==> config.mk <==
export PLATFORM = sky130hd
export DESIGN_NAME = demux_credit_scheduler
export DESIGN_NICKNAME = d
export VERILOG_FILES = /design/src/rtl/demux_credit_scheduler.sv
export SDC_FILE = /design/constraint.sdc
export NUM_CORES = 2
export LEC_CHECK = 0
export CORE_AREA = 8 8 330 252
export DETAILED_ROUTE_END_ITERATION = 6
export DIE_AREA = 0 0 338 260
export PLACE_DENSITY = 0.91
export SYNTH_ARGS = -nofsm -noshare
export SYNTH_HDL_FRONTEND = slang
export SYNTH_SLANG_ARGS = --single-unit
==> constraint.sdc <==
create_clock -name clk_i -period 5.48 [get_ports clk_i]
set_input_delay 1.096 -clock clk_i [delete_from_list [all_inputs] [get_ports clk_i]]
set_output_delay 1.096 -clock clk_i [all_outputs]
set_load 0.03 [all_outputs]
==> src/rtl/demux_credit_scheduler.sv <==
`default_nettype none
// ============================================================================
// Module   : demux_credit_scheduler
// Purpose  : Credit-gated issue of one record stream to a range-limited
//            dispatch demux, with drain/flush sequencing and error/stall status.
// Revision : 1.0 - initial release
// ============================================================================
module demux_credit_scheduler #(
  parameter int DATA_WIDTH       = 96,
  parameter int NUM_OUTPUT_PORTS = 128,
  parameter int SEL_DIWTH        = 7,
  parameter int CREDIT_DEPTH     = 8,
  parameter int CREDIT_WIDTH     = 4,
  parameter int STALL_WIDTH      = 16
) (
  input  logic                        clk_i,
  input  logic                        rst_ni,
  input  logic [DATA_WIDTH-1:0]       src_data_i,
  input  logic [SEL_DIWTH-1:0]        src_dest_i,
  input  logic                        src_valid_i,
  output logic                        src_ready_o,
  input  logic [NUM_OUTPUT_PORTS-1:0] credit_return_i,
  input  logic                        flush_req_i,
  output logic [DATA_WIDTH-1:0]       demux_data_o,
  output logic [SEL_DIWTH-1:0]        demux_sel_o,
  output logic                        demux_valid_o,
  output logic                        flush_done_o,
  output logic                        busy_o,
  output logic                        err_bad_dest_o,
  output logic                        err_credit_ovf_o,
  output logic [STALL_WIDTH-1:0]      stall_cnt_o
);

  typedef enum logic [0:0] {
    ST_RUN   = 1'b0,
    ST_DRAIN = 1'b1
  } state_e;

  localparam logic [CREDIT_WIDTH-1:0] c_credit_full = CREDIT_WIDTH'(CREDIT_DEPTH);
  localparam logic [CREDIT_WIDTH-1:0] c_credit_one  = CREDIT_WIDTH'(1);
  localparam logic [STALL_WIDTH-1:0]  c_stall_one   = STALL_WIDTH'(1);

  state_e                    state_q, state_d;
  logic [CREDIT_WIDTH-1:0]   credit_q [NUM_OUTPUT_PORTS];
  logic [CREDIT_WIDTH-1:0]   credit_d [NUM_OUTPUT_PORTS];
  logic [DATA_WIDTH-1:0]     demux_data_q;
  logic [SEL_DIWTH-1:0]      demux_sel_q;
  logic                      demux_valid_q;
  logic                      flush_done_q;
  logic                      err_bad_dest_q;
  logic                      err_credit_ovf_q;
  logic [STALL_WIDTH-1:0]    stall_cnt_q;

  logic                      w_dest_ok;
  logic [CREDIT_WIDTH-1:0]   w_sel_credit;
  logic                      w_src_ready;
  logic                      w_accept;
  logic                      w_issue;
  logic                      w_all_full;
  logic                      w_any_ovf;
  logic                      w_flush_done;

  assign w_dest_ok = (int'(src_dest_i) < NUM_OUTPUT_PORTS);

  // Credit of the addressed port; out-of-range destinations never index the array.
  always_comb begin
    w_sel_credit = '0;
    if (w_dest_ok) begin
      w_sel_credit = credit_q[src_dest_i];
    end
  end

  // Bad destinations are always accepted so they can be dropped; DRAIN blocks input.
  assign w_src_ready = (state_q == ST_RUN) && (!w_dest_ok || (w_sel_credit != '0));
  assign w_accept    = src_valid_i && w_src_ready;
  assign w_issue     = w_accept && w_dest_ok;

  // Per-port credit next state: minus issue, plus return, saturating at full.
  always_comb begin
    w_any_ovf  = 1'b0;
    w_all_full = 1'b1;
    for (int i = 0; i < NUM_OUTPUT_PORTS; i++) begin
      credit_d[i] = credit_q[i];
      if (credit_q[i] != c_credit_full) begin
        w_all_full = 1'b0;
      end
      if (w_issue && (int'(src_dest_i) == i) && !credit_return_i[i]) begin
        credit_d[i] = credit_q[i] - c_credit_one;
      end else if (!(w_issue && (int'(src_dest_i) == i)) && credit_return_i[i]) begin
        if (credit_q[i] == c_credit_full) begin
          w_any_ovf = 1'b1;
        end else begin
          credit_d[i] = credit_q[i] + c_credit_one;
        end
      end
    end
  end

  // RUN/DRAIN next state; leaving DRAIN once every buffer is known empty.
  always_comb begin
    state_d      = state_q;
    w_flush_done = 1'b0;
    case (state_q)
      ST_RUN: begin
        if (flush_req_i) begin
          state_d = ST_DRAIN;
        end
      end
      ST_DRAIN: begin
        if (w_all_full) begin
          state_d      = ST_RUN;
          w_flush_done = 1'b1;
        end
      end
      default: state_d = ST_RUN;
    endcase
  end

  // State and credit registers.
  always_ff @(posedge clk_i or negedge rst_ni) begin
    if (!rst_ni) begin
      state_q <= ST_RUN;
      for (int i = 0; i < NUM_OUTPUT_PORTS; i++) begin
        credit_q[i] <= c_credit_full;
      end
    end else begin
      state_q <= state_d;
      for (int i = 0; i < NUM_OUTPUT_PORTS; i++) begin
        credit_q[i] <= credit_d[i];
      end
    end
  end

  // Demux-facing output stage: payload/select hold when nothing is issued.
  always_ff @(posedge clk_i or negedge rst_ni) begin
    if (!rst_ni) begin
      demux_data_q  <= '0;
      demux_sel_q   <= '0;
      demux_valid_q <= 1'b0;
      flush_done_q  <= 1'b0;
    end else begin
      demux_valid_q <= w_issue;
      flush_done_q  <= w_flush_done;
      if (w_issue) begin
        demux_data_q <= src_data_i;
        demux_sel_q  <= src_dest_i;
      end
    end
  end

  // Sticky error flags and saturating RUN-state stall counter.
  always_ff @(posedge clk_i or negedge rst_ni) begin
    if (!rst_ni) begin
      err_bad_dest_q   <= 1'b0;
      err_credit_ovf_q <= 1'b0;
      stall_cnt_q      <= '0;
    end else begin
      if (w_accept && !w_dest_ok) begin
        err_bad_dest_q <= 1'b1;
      end
      if (w_any_ovf) begin
        err_credit_ovf_q <= 1'b1;
      end
      if ((state_q == ST_RUN) && src_valid_i && !w_src_ready && (stall_cnt_q != '1)) begin
        stall_cnt_q <= stall_cnt_q + c_stall_one;
      end
    end
  end

  assign src_ready_o      = w_src_ready;
  assign demux_data_o     = demux_data_q;
  assign demux_sel_o      = demux_sel_q;
  assign demux_valid_o    = demux_valid_q;
  assign flush_done_o     = flush_done_q;
  assign busy_o           = (state_q == ST_DRAIN);
  assign err_bad_dest_o   = err_bad_dest_q;
  assign err_credit_ovf_o = err_credit_ovf_q;
  assign stall_cnt_o      = stall_cnt_q;

endmodule
`default_nettype wire

==> flow_summary.toml <==
[clocking]
clock_path_buffers = 3
cts_buffers = 70
htree_levels = 3
cts_tree = "done"
clock-root-buffer = "clkbuf_16"
cts_hold_buf = 0
cts.clk_slew.worst_paths_ps = 60
clkLatencyLatePin_ps = 660
cts.sinks = 635

[place]
hpwl_um = 136000
gp_congestion = 1.11
port_buffers = 358
dp_slack_ps = -444
dpl_cell_area_um2 = 55500

[power]
finalPower_mw = 26.5
irDropWorstVdd_mv = 0.314
power_density_nw_per_um2 = 458
leakage_nw = 27.7

[yosys]
synth_area_um2 = 46200
synth_seq_cells = 635
yosys-top-cells-area = "dfrtp_1 (27%), ha_1 (14%), xnor2_1 (7.5%)"
synthArstFlopShare = 1.00
synth.most_common_cell = "inv_1"
yosysWarnings = 0
ys_top_cells_by_count = "inv_1 (585), ha_1 (513), dfrtp_1 (507)"
syn_inst = 4783
netlist.area_leader.share = 0.275
ys.flop_type = "dfrtp_1"
yosysTopAreaCell = "dfrtp_1"
yosysUniqueCellTypes = 72
avgSynthCellArea_um2 = 9.66
synth-edff-count = 0
yosysSeqAreaShare = 0.347
synth.net_count = 5659

[sta]
clock_skew_ps = 32.9
fmax_ghz = 0.183
relSlewSlack = 0.0208
setup_tns_ps = 0
tightest_slew_ps = 1450
finalHoldViolations = 0
setup_ws_ps = 29.8
min_period_ps = 5450
whs_ps = 483
drv_slew = 0
finalCritPeriodShare = 0.995
setup_violations = 0
rsz0062_at_grt = "false"

[critical_path]
critPathCaptureType = "register"
crit_type = "in -> reg"
crit_fanout = 15
cp.arrival_ps = 5970
cp-start-kind = "input port"
required_ps = 6000

[die]
fp.dieH_um = 260
rows = 89
coreArea_um2 = 77800
ios = 360
die_area_um2 = 87900
initial_utilization = 0.594
fp.dieW_um = 338

[grt]
grt.total_usage = 0.384
overflow = 0
grt_first_pass_wirelength_um = 256000
grt_max_degree = 130
grt_pass1_vias = 41925
antenna_found_initial = 12

[finish]
final_nets = 6608
final_area_um2 = 58000
nFillCells = 5032
syn2layout_area_growth_pct = 25.5
drive_gt1_frac = 0.201

[routing]
drtAntennaViolNets = 0
drt_iter0_markers = 5342
vias_per_cell = 6.09
detail_route.wl_per_cell_um = 25.3
drc_errors = 1
via_count = 41695
first_pass_iters = 7
drt-total-wl_um = 173000

[status]
violations = "design-rule violations"
status = "finished with violations"

[worst_hold_path]
hp-class = "in -> async"

[run]
max_cap_viol_count = 0
==> placed cells by master (no fill, tap or decap), drive strengths merged, types with 120 or more instances in the layout <==
| master | instances |
|---|---|
| buf | 616 |
| inv | 593 |
| ha | 513 |
| dfrtp | 507 |
| nand2 | 439 |
| xnor2 | 398 |
| clkdlybuf4s50 | 352 |
| nor2 | 296 |
| o21ai | 266 |
| a21oi | 147 |
| a21o | 132 |
| or2 | 130 |
| xor2 | 129 |
| fa | 128 |
| dfstp | 128 |
| nor3 | 120 |
==> repair_timing <==
item / in CTS / in global routing
setup endpoints to repair: 1 / 1
buffers inserted: 0 / 0
resized for setup: 1 / 1
==> routing by layer <==
metal | GRT usage | share of wire
met3 | 0.140 | 0.13
met5 | 0 | 0.00087
met4 | 0.206 | 0.067
met2 | 0.570 | 0.43
met1 | 0.490 | 0.37
==> final timing paths <==
check / from / to / slack, ps / cells past startpoint
max: src_dest_i[3] / err_credit_ovf_o / 30 / 21
min: rst_ni / credit_q[244] / 480 / 1
max reg2reg: credit_q[413] / credit_q[323] / 420 / 19
min reg2reg: credit_q[415] / credit_q[415] / 490 / 1
max in group asynchronous: rst_ni / demux_data_o[69] / 3760 / 2
min in group clk_i: credit_q[415] / credit_q[415] / 490 / 1
==> sequential cells by signal, indices dropped and copies added, names as in the netlist <==
signal            count
credit_q            512
demux_data_o         96
stall_cnt_o          16
demux_sel_o           7
busy_o                1
demux_valid_o         1
err_credit_ovf_o      1
flush_done_o          1
==> metrics by stage <==
| step | instances | utilization |
|---|---|---|
| 6_report | 6843 | 0.745 |
| 5_1_grt | 6838 | 0.745 |
| 4_1_cts | 6836 | 0.745 |
| 3_5_place_dp | 6706 | 0.714 |
| 3_3_place_gp | 6706 | 0.714 |
| 2_1_floorplan | 4783 | - |
==> cells by family (layout without fill, tap and decap cells) <==
family | count (synthesis) | after routing | share of synthesized area
and+or+nand+nor | 1453 | 1453 | 0.157
AOI/OAI and AO/OA | 684 | 684 | 0.0899
buffers and inverters | 680 | 1687 | 0.0580
adders and majority gates | 641 | 641 | 0.194
DFF | 635 | 635 | 0.347
xor gates and xnor gates | 527 | 527 | 0.0999
muxes | 162 | 162 | 0.0538
other | 1 | 8 | 0.0000812
==> power by group <==
group / internal, mW / total, mW / switching, mW
sequential: 7.08 / 9.63 / 2.55
combinational: 5.38 / 11.8 / 6.38
clock: 2.99 / 5.14 / 2.15
==> layout make-up <==
class,count,area [um^2],share of cell area
multi-input cells,3468,27500,0.475
flip-flops and latches,635,16100,0.277
repair buffers,969,8460,0.146
inverters,588,2210,0.0381
clock buffers,101,2040,0.0352
well taps,1046,1310,0.0226
clock inverters,29,379,0.00654
diodes,7,17.5,0.000302
==> critical path: stages <==
cell and delay (ps):
buf_2 90, buf_4 240, buf_4 290, mux4_2 340, a221oi_1 460, o21a_1 310, nor4_2 90, a21o_2 230
or2_4 390, buf_4 210, nor3_1 210, ha_1 230, inv_1 60, and2_1 150, a22o_1 340, a221oi_1 340
buf_4 200, nand4_1 150, nor4_1 280, buf_4 180, nand3_1 60
No activity file was read; power rests on OpenSTA's default activity.
